==> src/rtl/crossing_pkg.sv <==
// Shared state encoding and output constants for the crossing gate actuator.
package crossing_pkg;

  typedef enum logic [2:0] {
    UP_IDLE  = 3'd0,
    WARN     = 3'd1,
    LOWERING = 3'd2,
    DOWN     = 3'd3,
    RAISING  = 3'd4,
    FAULT    = 3'd5
  } gate_state_t;

  localparam logic [1:0] LAMPS_OFF = 2'b00;
  localparam logic [1:0] MOTOR_OFF = 2'b00;

  function automatic logic is_flashing(gate_state_t s);
    return s != UP_IDLE;
  endfunction

endpackage

==> src/rtl/sync_debounce.sv <==
// Two-flop synchroniser; with DEBOUNCE>0 the output asserts only after DEBOUNCE
// consecutive synced-high cycles and drops on the first synced-low cycle.
module sync_debounce #(
  parameter int DEBOUNCE = 4
) (
  input  logic clk,
  input  logic reset_n,
  input  logic din,
  output logic dout
);

  logic s1, s2;

  always_ff @(posedge clk or negedge reset_n) begin
    if (!reset_n) begin
      s1 <= 1'b0;
      s2 <= 1'b0;
    end else begin
      s1 <= din;
      s2 <= s1;
    end
  end

  generate
    if (DEBOUNCE == 0) begin : g_sync_only
      assign dout = s2;
    end else begin : g_debounce
      localparam int CW = $clog2(DEBOUNCE + 1);
      localparam logic [CW-1:0] CNT_FULL = CW'(DEBOUNCE);
      logic [CW-1:0] cnt;

      always_ff @(posedge clk or negedge reset_n) begin
        if (!reset_n)
          cnt <= '0;
        else if (!s2)
          cnt <= '0;
        else if (cnt != CNT_FULL)
          cnt <= cnt + 1'b1;
      end

      assign dout = (cnt == CNT_FULL);
    end
  endgenerate

endmodule

==> src/rtl/crossing_gate_actuator.sv <==
// Field-side gate/lamp/bell actuator; state and outputs change 2 edges after GATE.
// EXT_FLASH_EN: lamps follow the LIGHT input instead of the internal FLASH_DIV flasher.
module crossing_gate_actuator #(
  parameter int PRE_WARN   = 20,
  parameter int TRAVEL_MAX = 1000,
  parameter int DEBOUNCE   = 4,
  parameter int FLASH_DIV  = 50
) (
  input  logic clk,
  input  logic reset_n,
  input  logic GATE,
  input  logic LIGHT,
  input  logic LIM_DN,
  input  logic LIM_UP,
  output logic MOT_DN,
  output logic MOT_UP,
  output logic LAMP_L,
  output logic LAMP_R,
  output logic BELL,
  output logic GATE_DOWN,
  output logic FAULT
);

  import crossing_pkg::*;

  localparam int TMAX = (PRE_WARN > TRAVEL_MAX) ? PRE_WARN : TRAVEL_MAX;
  localparam int TW   = $clog2(TMAX + 1);
  localparam logic [TW-1:0] WARN_LAST   = TW'(PRE_WARN - 1);
  localparam logic [TW-1:0] TRAVEL_LAST = TW'(TRAVEL_MAX - 1);

  gate_state_t state, next_state;
  logic [TW-1:0] tmr;
  logic g, dn, up;
  logic flash_next, flash_now;

  sync_debounce #(.DEBOUNCE(0)) u_gate (
    .clk(clk), .reset_n(reset_n), .din(GATE), .dout(g));
  sync_debounce #(.DEBOUNCE(DEBOUNCE)) u_lim_dn (
    .clk(clk), .reset_n(reset_n), .din(LIM_DN), .dout(dn));
  sync_debounce #(.DEBOUNCE(DEBOUNCE)) u_lim_up (
    .clk(clk), .reset_n(reset_n), .din(LIM_UP), .dout(up));

  always_ff @(posedge clk or negedge reset_n) begin
    if (!reset_n)
      state <= UP_IDLE;
    else
      state <= next_state;
  end

  // Timer restarts on every state change and saturates instead of wrapping.
  always_ff @(posedge clk or negedge reset_n) begin
    if (!reset_n)
      tmr <= '0;
    else if (next_state != state)
      tmr <= '0;
    else if (!(&tmr))
      tmr <= tmr + 1'b1;
  end

  always_comb begin
    next_state = state;
    if (dn && up) begin
      next_state = crossing_pkg::FAULT;
    end else begin
      case (state)
        UP_IDLE:  if (g) next_state = WARN;
        WARN: begin
          if (!g)                    next_state = UP_IDLE;
          else if (tmr == WARN_LAST) next_state = LOWERING;
        end
        LOWERING: begin
          if (tmr == TRAVEL_LAST) next_state = crossing_pkg::FAULT;
          else if (!g)            next_state = RAISING;
          else if (dn)            next_state = DOWN;
        end
        DOWN: begin
          if (!g)       next_state = RAISING;
          else if (!dn) next_state = LOWERING;
        end
        RAISING: begin
          if (tmr == TRAVEL_LAST) next_state = crossing_pkg::FAULT;
          else if (g)             next_state = LOWERING;
          else if (up)            next_state = UP_IDLE;
        end
        crossing_pkg::FAULT: next_state = crossing_pkg::FAULT;
        default:             next_state = crossing_pkg::FAULT;
      endcase
    end
  end

  assign flash_next = is_flashing(next_state);
  assign flash_now  = is_flashing(state);

  always_ff @(posedge clk or negedge reset_n) begin
    if (!reset_n) begin
      {MOT_DN, MOT_UP} <= MOTOR_OFF;
      BELL      <= 1'b0;
      GATE_DOWN <= 1'b0;
      FAULT     <= 1'b0;
    end else begin
      MOT_DN    <= (next_state == LOWERING);
      MOT_UP    <= (next_state == RAISING);
      BELL      <= flash_next && (next_state != RAISING);
      GATE_DOWN <= (next_state == DOWN);
      FAULT     <= (next_state == crossing_pkg::FAULT);
    end
  end

`ifdef EXT_FLASH_EN
  logic unused_flash;
  assign unused_flash = flash_now;

  always_ff @(posedge clk or negedge reset_n) begin
    if (!reset_n)
      {LAMP_L, LAMP_R} <= LAMPS_OFF;
    else if (!flash_next)
      {LAMP_L, LAMP_R} <= LAMPS_OFF;
    else
      {LAMP_L, LAMP_R} <= {LIGHT, ~LIGHT};
  end
`else
  localparam int DW = $clog2(FLASH_DIV + 1);
  localparam logic [DW-1:0] DIV_LAST = DW'(FLASH_DIV - 1);
  logic [DW-1:0] div;
  logic unused_light;
  assign unused_light = LIGHT;

  // Phase always starts left-lamp-on when flashing begins from UP_IDLE.
  always_ff @(posedge clk or negedge reset_n) begin
    if (!reset_n) begin
      div <= '0;
      {LAMP_L, LAMP_R} <= LAMPS_OFF;
    end else if (!flash_next) begin
      div <= '0;
      {LAMP_L, LAMP_R} <= LAMPS_OFF;
    end else if (!flash_now) begin
      div <= '0;
      {LAMP_L, LAMP_R} <= 2'b10;
    end else if (div == DIV_LAST) begin
      div <= '0;
      {LAMP_L, LAMP_R} <= {LAMP_R, LAMP_L};
    end else begin
      div <= div + 1'b1;
    end
  end
`endif

endmodule

==> config.mk <==
export PLATFORM = sky130hd
export DESIGN_NAME = crossing_gate_actuator
export DESIGN_NICKNAME = d
export VERILOG_FILES = /design/src/rtl/crossing_pkg.sv /design/src/rtl/sync_debounce.sv /design/src/rtl/crossing_gate_actuator.sv
export SDC_FILE = /design/constraint.sdc
export NUM_CORES = 1
export LEC_CHECK = 0
export CAP_MARGIN = 20
export CORE_UTILIZATION = 35
export DETAILED_ROUTE_END_ITERATION = 8
export DONT_BUFFER_PORTS = 1
export MAX_ROUTING_LAYER = met4
export PLACE_DENSITY_LB_ADDON = 0.3
export SYNTH_ARGS = -nofsm -noshare
export SYNTH_HDL_FRONTEND = slang
export SYNTH_SLANG_ARGS = --single-unit
==> constraint.sdc <==
create_clock -name clk -period 3.55 [get_ports clk]
set_clock_uncertainty 0.2 [all_clocks]
set_input_delay 0.71 -clock clk [delete_from_list [all_inputs] [get_ports clk]]
set_output_delay 0.71 -clock clk [all_outputs]
set_load 0.01 [all_outputs]
## Yosys cells after proc, flatten, opt, wreduce, memory -nomap -nowiden

Cells that the tools add are included.

| storage, ports and cells | value |
|---|---|
| bits in registers | 38 |
| latch bits | 0 |
| RAM bits | 0 |
| ROM bits | 0 |
| input port bits | 6 |
| output and inout bits | 7 |
| logic and storage cells | 77 |
| memories | 0 |

| operators by class | value |
|---|---|
| $add $sub $neg | 4 |
| $mul | 0 |
| div/mod/pow operators | 0 |
| order comparisons | 0 |
| equality and inequality tests | 21 |
| shift-type cells | 0 |
| multiplexer cells | 28 |
| bitwise operators | 0 |
| reductions and logical operators | 6 |

Operators with widths:

| kind | number |
|---|---|
| 2-to-1 mux 3 bit | 16 |
| 2-to-1 mux 10 bit | 2 |
| 2-to-1 mux 6 bit | 3 |
| equality test 3 bit, second input constant | 5 |
| one-hot mux 3 bit (5 select lines) | 1 |
| equality test 3 x 2 -> 1 bit, second input constant | 4 |
| adder 10 x 1 -> 10 bit, second input constant | 1 |
| equality test 10 bit, second input constant | 1 |
| equality test 10 x 5 -> 1 bit, second input constant | 1 |
| AND reduction 10 bit | 1 |
| != test 3 bit, second input constant | 3 |
| adder 3 x 1 -> 3 bit, second input constant | 2 |
| adder 6 x 1 -> 6 bit, second input constant | 1 |
| equality test 6 bit, second input constant | 1 |
| 2-to-1 mux 1 bit | 6 |
| != test 2 bit, second input constant | 3 |
| nonzero test 3 bit | 2 |
| equality test 3 x 1 -> 1 bit, second input constant | 1 |
| logical NOT 3 bit | 1 |
| != test 3 x 2 -> 1 bit, second input constant | 1 |
| != test 3 bit | 1 |
| logical AND 1 bit | 2 |

## Logic depth before layout (Yosys ltp)

Gate-level depths: netlist of the first run.

| depth | value |
|---|---|
| depth in word-level cells | 8 |
| depth in mapped cells | 8 |

## Cells and area by module

From an unflattened synthesis of the first run, not the netlist that was laid out.

| unflattened totals | value |
|---|---|
| cell total of the unflattened synthesis | 185 |
| area, all modules | 1959.4 um^2 |

Modules (own cells, without submodules):

| module | instances | cells an instance | area an instance (um^2) | seq. area each (um^2) |
|---|---|---|---|---|
| crossing_gate_actuator | 1 | 145 | 1466.4 | 650.6 |
| sync_debounce at u_lim_dn ... | 2 | 19 | 221.5 | 125.1 |
| sync_debounce at u_gate | 1 | 2 | 50.0 | 50.0 |

## Worst setup path after synthesis of the first run

Ideal clock, no wire load.

| timing | value |
|---|---|
| path type | flip-flop to flip-flop |
| from | register tmr[8] |
| to | register div[2] |
| library setup time | 0.101 ns |
| arrival | 2.337 ns |
| data required time | 3.249 ns |
| path slack | 0.912 ns |
| cell stages (with the launch flop) | 7 |
| clock period less this slack | 2.638 ns |
| path through | dfrtp_1 > or4_4 > or4_4 > a311oi_4 > and4b_1 > buf_6 > nor4_1 |

| between the ends | value |
|---|---|
| cells in the longest elaborated chain, start to end | 7 |
| elaborated cells between the ends (all ways) | 10 |
| those cells by class | 2 x eq/ne; 7 x mux; 1 x reduce/logical |

RTL lines:

| element | line | RTL |
|---|---|---|
| start, declared | crossing_gate_actuator.sv:32 | `logic [TW-1:0] tmr;` |
| start signal, assigned | crossing_gate_actuator.sv:57 | `tmr <= tmr + 1'b1;` |
| equality test 10 x 5 -> 1 bit | crossing_gate_actuator.sv:69 | `else if (tmr == WARN_LAST) next_state = LOWERING;` |
| 2-to-1 mux 3 bit | crossing_gate_actuator.sv:69 |  |
| 2-to-1 mux 3 bit | crossing_gate_actuator.sv:68 | `if (!g) next_state = UP_IDLE;` |
| one-hot mux 3 bit (5 select lines) (*) | crossing_gate_actuator.sv:65 | `case (state)` |
| 2-to-1 mux 3 bit (*) | crossing_gate_actuator.sv:62 | `if (dn && up) begin` |
| net next_state[1] | crossing_gate_actuator.sv:31 | `gate_state_t state, next_state;` |
| nonzero test 3 bit (*) | crossing_pkg.sv:17 | `return s != UP_IDLE;` |
| 2-to-1 mux 6 bit (*) | crossing_gate_actuator.sv:133 | `end else if (!flash_next) begin` |
| end signal, assigned | crossing_gate_actuator.sv:143 | `div <= div + 1'b1;` |
| end, declared | crossing_gate_actuator.sv:124 | `logic [DW-1:0] div;` |

Mark *: on every way through the listed nets, which the timed path passes. The rest lies on a longest branch.
A chain may end at the register's enable or synchronous reset.

## Final worst setup path of the first run

| timing | value |
|---|---|
| from | register tmr[0] |
| to | register div[4] |

The elaborated chain is that of the path after synthesis.

==> summary.md, run 1 <==
| Metric | Value |
|---|---|
| Outcome | finished clean |
| Overall Global Routing Usage | 0.143 |
| Antenna violations before repair | 0 |
| Root Buffer | clkbuf_8 |
| Reg2reg setup slack | 720 ps |
| Tcrit/Tclk final | 0.798 |
| Row cnt | 27 |
| Placer congestion estimate | 0.764 |
| Resize count post-CTS | 0 |
| Htree depth | 2 |
| Placed Area | 2050 um2 |
| Power per standard cell area | 419 nW/um2 |
| Area of the core region | 5470 um2 |
| DR vias | 1480 |
| Primary FF master, synth | dfrtp_1 |
| Initial Util | 0.362 |
| Unrepaired setup endpoints after global routing | false |
| Crit-path leading delay family | simple AND/OR/NAND/NOR gates |
| Sequential area share after synthesis | 0.479 |
| Logic pwr share | 0.091 |
| Critical-path cell list | ha_1 > nand4b_1 > o311ai_0 > a311oi_4 > and4b_1 > nor4_1 |
| WHS | 51.2 ps |
| Final Instance Area | 2180 um2 |
| Most frequent cells in the layout | dfrtp_1 (38), nor3_1 (15), nand2_1 (14) |
| TNS Setup | 0 ps |
| Syn avg cell area | 10.2 um2 |
| CP startpoint kind | flip-flop |
| Synthesized area | 1980 um2 |
| Max_cap viols | 0 |
| Max Slew Vio Count | 0 |
| R2R depth | 6 |
| Worst hold path type | primary input to async pin |
| Worst-path clk slew | 70 ps |
| I/O Pins | 13 |
| Buf+Inv Stages, Crit Path | 0 |
| Slew HR | 0.442 |
| Vias in the first global route | 1412 |
| Leak Pwr | 0.883 nW |
| Worst path required time | 3490 ps |
| Syn nets | 207 |
| Port buffer count | 0 |
| Drt drc | 0 |
| Final setup viols | 0 |
| Vias per inst | 5.50 |
| Post-DP HPWL | 2540 um |
| Diode count | 0 |
| Post-route ant nets | 0 |
| DRT iter0 DRCs | 93 |
| Critical Path Stages | 6 |
| CP max stage cell | o311ai_0 |
| DIE WIDTH | 77.3 um |
| Final Util | 0.398 |
| CP peak stage delay | 610 ps |
| Cell count after synthesis | 194 |
| Post-synth EDFFs | 0 |
| Drt first pass iters | 4 |
| CTS max path bufs | 2 |
| GRT overflow | 0 |
| Most common cell after layout, fill and taps aside | dfrtp_1 |
| Post-synth ARST share | 1.00 |
| Power Internal | 0.699 mW |
| IR drop worst, VDD | 0.231 mV |
| Yosys reg bits | 38 |
| CP endpoint kind | flip-flop |
| Die Y-Extent | 77.3 um |
| Sequential share of power | 0.522 |
| Cell variety after synth | 45 |
| Sw Pwr | 0.216 mW |
| Yosys warns | 0 |
| Fmax | 353 MHz |
| Worst Max-Slew Pin Slew | 831 ps |
| Setup CP Type | flip-flop to flip-flop |
| Clock share of power | 0.387 |
| Final net count | 209 |
| Share of layout cells above drive strength 1 | 0.0914 |
| Pin count of the biggest net entering global routing | 39 |
| Arr. time, crit path | 2770 ps |
| Layout area overhead | 9.97% |
| TritonCTS clock tree | yes |
| First-pass GRT wire length | 6610 um |
| Final hold violation count | 0 |
| WL per Instance | 13.8 um |
| Sink Count | 38 |
| Worst skew pair latency | 290 ps |
| Switch share | 0.236 |
| Total CTS buffers | 5 |
| Die area | 5970 um2 |
| Worst Path Max Fanout | 9 |
| Minimum clock period | 2830 ps |
| WL final | 3710 um |
[logic make-up after synthesis]
| family | after synthesis | synth area share |
|---|---|---|
| buf+inv | 20 | 0.0416 |
| simple gates | 80 | 0.237 |
| xor+xnor | 10 | 0.0442 |
| mux | 3 | 0.0151 |
| compound gates | 36 | 0.138 |
| fa+ha+maj | 7 | 0.0442 |
| flops | 38 | 0.479 |
[sequential cells by signal, summed over array words and instances (netlist names), 3 cells and up]
| name | flops |
|---|---|
| u_lim_up.g_debounce.cnt | 3 |
| state | 3 |
| tmr | 10 |
| u_lim_dn.g_debounce.cnt | 3 |
| div | 6 |
[power groups by stage]
stage               clock [mW]  combinational [mW]  sequential, mW
floorplan                    0              0.0662           0.475
global placement             0              0.0711           0.486
detailed placement           0              0.0736           0.485
CTS                      0.368              0.0854           0.477
global route             0.384              0.0981           0.481
finish                   0.354              0.0835           0.477
[synthesized netlist by cell type, types with 3 or more instances]
cell type,count,area share
o41ai_1,5,0.022
clkbuf_1,7,0.013
o211ai_1,5,0.019
a21oi_1,6,0.015
o21ai_0,4,0.010
dfrtp_1,38,0.48
mux2i_1,3,0.015
nand4_1,4,0.013
nand3b_1,4,0.015
ha_1,7,0.044
a31oi_1,3,0.0095
nand4b_1,3,0.013
nor2b_1,3,0.0095
nor2_1,6,0.011
nand3_1,6,0.015
nor4_1,6,0.019
nor3_1,15,0.038
xnor2_1,8,0.035
inv_1,11,0.021
and2_1,3,0.0095
nand2_1,14,0.026
[final cells by class]
class	count	area (um2)
timing repair buffer	4	42.5
fill	535	3290
clock inverter	1	30.0
clock buffer	7	76.3
tap	72	90.1
inverter	11	41.3
multi-input combinational	136	950
sequential	38	951
[worst register-to-register path: cells and delay by family (launching register included)]
kind	cells	cell delay, ps
fa+ha+maj	1	340
simple gates	3	920
compound gates	2	820
flops	1	400
[path summary, 6_finish.rpt]
kind / startpoint / end
hold reg to reg: u_gate.s1$_DFF_PN0_ / u_gate.dout$_DFF_PN0_
max in group asynchronous: reset_n / tmr[1]$_DFFE_PN0P_
setup reg to reg: tmr[0]$_DFFE_PN0P_ / div[4]$_DFF_PN0_
setup / recovery: tmr[0]$_DFFE_PN0P_ / div[4]$_DFF_PN0_
hold / removal: reset_n / div[4]$_DFF_PN0_
min in group clk: u_gate.s1$_DFF_PN0_ / u_gate.dout$_DFF_PN0_
[metrics by stage]
step / worst slack, ps / power (mW) / instances
after floorplan: 912 / 0.541 / 194
after global placement: 733 / 0.557 / 260
after detailed placement: 729 / 0.559 / 260
after CTS: 717 / 0.930 / 269
after global routing: 499 / 0.964 / 269
final: 717 / 0.914 / 269
[routing by layer]
metal,up-vias,global-route usage,wire (um)
li1,726,-,-
met2,30,0.206,1620
met1,720,0.193,1920
met5,-,-,0
met3,4,0.0333,123
met4,0,0.0566,42
[timing repair]
item | in CTS | in global routing
buffers inserted | 0 | 0
hold endpoints to repair | 38 | 0
hold buffers | 1 | 0
No activity file was read; power rests on OpenSTA's default activity.
==> run 2: changes to the inputs <==
- clock period: 3.55 -> 2.4 ns (I/O delays scaled with it)
==> run 2 against run 1 <==
Against the previous run: the run now ends with setup timing left; non-clock buffer count rose by 34; die area stayed put; via count grew 8.4%; final area increased by 16%; hold slack better by 94 ps; sequential share of layout area is 6.1 points lower; largest power group unchanged; highest routed layer unchanged.
==> summary.md, run 2 (same netlist as run 1, synthesis figures left out) <==
| Metric | Value |
|---|---|
| Outcome | finished with violations |
| Failing checks | setup timing |
| GRT overflow | 0 (unchanged) |
| Power Internal | 0.983 mW (+41%) |
| Worst-path clk slew | 80 ps (about the same) |
| Overall Global Routing Usage | 0.157 (+0.0144) |
| Row cnt | 27 (unchanged) |
| Initial Util | 0.362 (unchanged) |
| CP peak stage delay | 550 ps (-60 ps) |
| Root Buffer | clkbuf_8 |
| Setup ws final | -102 ps (-819 ps) |
| Met2 usage | 0.247 (+0.0407) |
| Worst hold path type | flip-flop to flip-flop |
| Reg2reg end | div[4]$_DFF_PN0_ |
| Sequential share of power | 0.522 (about the same) |
| Largest reg by FF count | tmr |
| CP max stage cell | or4_4 |
| I/O Pins | 13 (unchanged) |
| Tcrit/Tclk final | 1.04 (+0.245) |
| Worst path required time | 2400 ps (-1090 ps) |
| Minimum clock period | 2500 ps (-331 ps) |
| Drt drc | 0 (unchanged) |
| Crit-path most repeated cell | or4_4 |
| Port buffer count | 0 (unchanged) |
| FF-to-FF Start | tmr[8]$_DFFE_PN0P_ |
| Die area | 5970 um2 (unchanged) |
| Max Slew Vio Count | 0 (unchanged) |
| Layout area overhead | 27.8% |
| Reg2reg setup slack | -100 ps (-820 ps) |
| Pin count of the biggest net entering global routing | 39 (unchanged) |
| Worst Path Max Fanout | 7 (-2) |
| Unrepaired setup endpoints after global routing | true |
| Switch share | 0.265 (+0.0293) |
| Total CTS buffers | 5 (unchanged) |
| Final net count | 243 (+16%) |
| WL final | 4340 um (+17%) |
| CP endpoint kind | flip-flop |
| Vias per inst | 5.30 (-3.7%) |
| Final total power | 1.34 mW (+46%) |
| Power per standard cell area | 528 nW/um2 (+26%) |
| Crit-path leading delay family | simple AND/OR/NAND/NOR gates |
| Logic pwr share | 0.133 (+0.042) |
| Sw Pwr | 0.355 mW (+64%) |
| DR vias | 1605 (+8.4%) |
| Leak Pwr | 1.08 nW (+22%) |
| Area of the core region | 5470 um2 (unchanged) |
| GR Util met1 | 0.196 (+0.00286) |
| DRT iter0 DRCs | 90 (-3.2%) |
| Setup CP Type | flip-flop to flip-flop |
| Post-route ant nets | 0 (unchanged) |
| Sink Count | 38 (unchanged) |
| Setup WS pre-CTS | -196 ps (-925 ps) |
| Hold_sp | u_gate.s1$_DFF_PN0_ |
| Share of layout cells above drive strength 1 | 0.281 (+0.190) |
| Clock share of power | 0.346 (-0.041) |
| Final setup viols | 8 (+8) |
| R2R depth | 5 (-1) |
| Worst skew pair latency | 290 ps (about the same) |
| Antenna violations before repair | 0 (unchanged) |
| WL per Instance | 14.3 um (+3.8%) |
| Arr. time, crit path | 2500 ps (-270 ps) |
| Buf+Inv Stages, Crit Path | 0 (unchanged) |
| IR drop worst, VDD | 0.281 mV (+22%) |
| DIE WIDTH | 77.3 um (unchanged) |
| Diode count | 0 (unchanged) |
| First-pass GRT wire length | 7200 um (+8.9%) |
| Max_cap viols | 0 (unchanged) |
| Vias in the first global route | 1570 (+11%) |
| Die Y-Extent | 77.3 um (unchanged) |
| Met3 Use GR | 0.0357 (+0.00238) |
| Fmax | 400 MHz (+13%) |
| Top flop regs | tmr: 10 flops, div: 6 flops |
| CTS max path bufs | 2 (unchanged) |
| Max reg flops | 10 (unchanged) |
| Hold Path Depth | 0 |
| Most common cell after layout, fill and taps aside | dfrtp_1 |
| Worst Max-Slew Pin Slew | 414 ps (-418 ps) |
| Worst Hold Path EP | u_gate.dout$_DFF_PN0_ |
| TritonCTS clock tree | yes |
| Slew HR | 0.720 (+0.278) |
| Most frequent cells in the layout | dfrtp_1 (38), buf_4 (32), nor3_1 (14) |
| Placer congestion estimate | 0.793 (+3.8%) |
| Htree depth | 2 (unchanged) |
| Gr busiest metal | met2 |
| CP startpoint kind | flip-flop |
| Critical-path cell list | or4_4 > or4_4 > a311oi_4 > and4b_4 > nor4_4 |
| Drt first pass iters | 4 (unchanged) |
| Post-DP HPWL | 2880 um (+13%) |
| Final hold violation count | 0 (unchanged) |
-- run 2: cell types whose count changed in the layout (fill, tap and decap cells not counted), sizes merged --
cell | before | now
clkbuf | 7 | 6
clkinv | 0 | 1
clkinvlp | 0 | 1
buf | 4 | 34
bufinv | 1 | 0
dlygate4sd3 | 0 | 4
-- run 2: what timing repair did --
item                                    4_1_cts  5_1_grt
gates resized for setup                       6       15
hold buffers                                  2        3
pin swaps                                     2        4
endpoints found under the setup margin       19       19
setup buffers                                 2        3
endpoints found under the hold margin        38        3
-- run 2: layout make-up --
type,count,area (um2)
Clock inverter,2,12.5
Tap cell,72,90.1
Fill cell,535,2940
Inverter,11,41.3
Timing Repair Buffer,38,312
Sequential cell,38,951
Multi-Input combinational cell,136,1040
Clock buffer,6,82.6
-- run 2: worst max-delay path by stage --
stage                        from          endpoint  slack (ps)  depth (start not counted)
3_5_place_dp   tmr[8]$_DFFE_PN0P_  div[1]$_DFF_PN0_        -200                          5
3_3_place_gp   tmr[8]$_DFFE_PN0P_  div[1]$_DFF_PN0_        -190                          5
4_1_cts        tmr[8]$_DFFE_PN0P_  div[1]$_DFF_PN0_        -180                          5
2_1_floorplan  tmr[8]$_DFFE_PN0P_  div[0]$_DFF_PN0_        -190                          6
6_report       tmr[8]$_DFFE_PN0P_  div[4]$_DFF_PN0_        -100                          5
5_1_grt        tmr[8]$_DFFE_PN0P_  div[4]$_DFF_PN0_        -170                          5
-- run 2: worst reg2reg max path, cell delays in order, from the launching register on --
cell and delay, ps:
dfrtp_1 390, or4_4 550, or4_4 500, a311oi_4 270, and4b_4 290, nor4_4 220
-- run 2: routing by layer --
metal	part of all wire	wire length (um)
met1	0.49	2120
met2	0.47	2050
met3	0.025	108
met4	0.013	57
met5	0	0
-- run 2: power by group through the flow --
stage	Sequential [mW]	Combinational [mW]	Clock, mW
floorplan	0.703	0.0991	0
global placement	0.709	0.140	0
detailed placement	0.710	0.143	0
CTS	0.698	0.165	0.483
global route	0.703	0.200	0.500
finish	0.698	0.177	0.462
-- run 2: per-stage QoR --
| step | util | cells | instance area [um2] | TNS, ps | hold WS, ps |
|---|---|---|---|---|---|
| 2_1_floorplan | - | 194 | 1990 | -971 | -15.6 |
| 3_3_place_gp | 0.414 | 287 | 2260 | -1850 | -14.9 |
| 3_5_place_dp | 0.414 | 287 | 2260 | -2540 | -14.8 |
| 4_1_cts | 0.442 | 299 | 2420 | -986 | 6.69 |
| 5_1_grt | 0.463 | 303 | 2530 | -1610 | 156 |
| 6_report | 0.463 | 303 | 2530 | -437 | 145 |
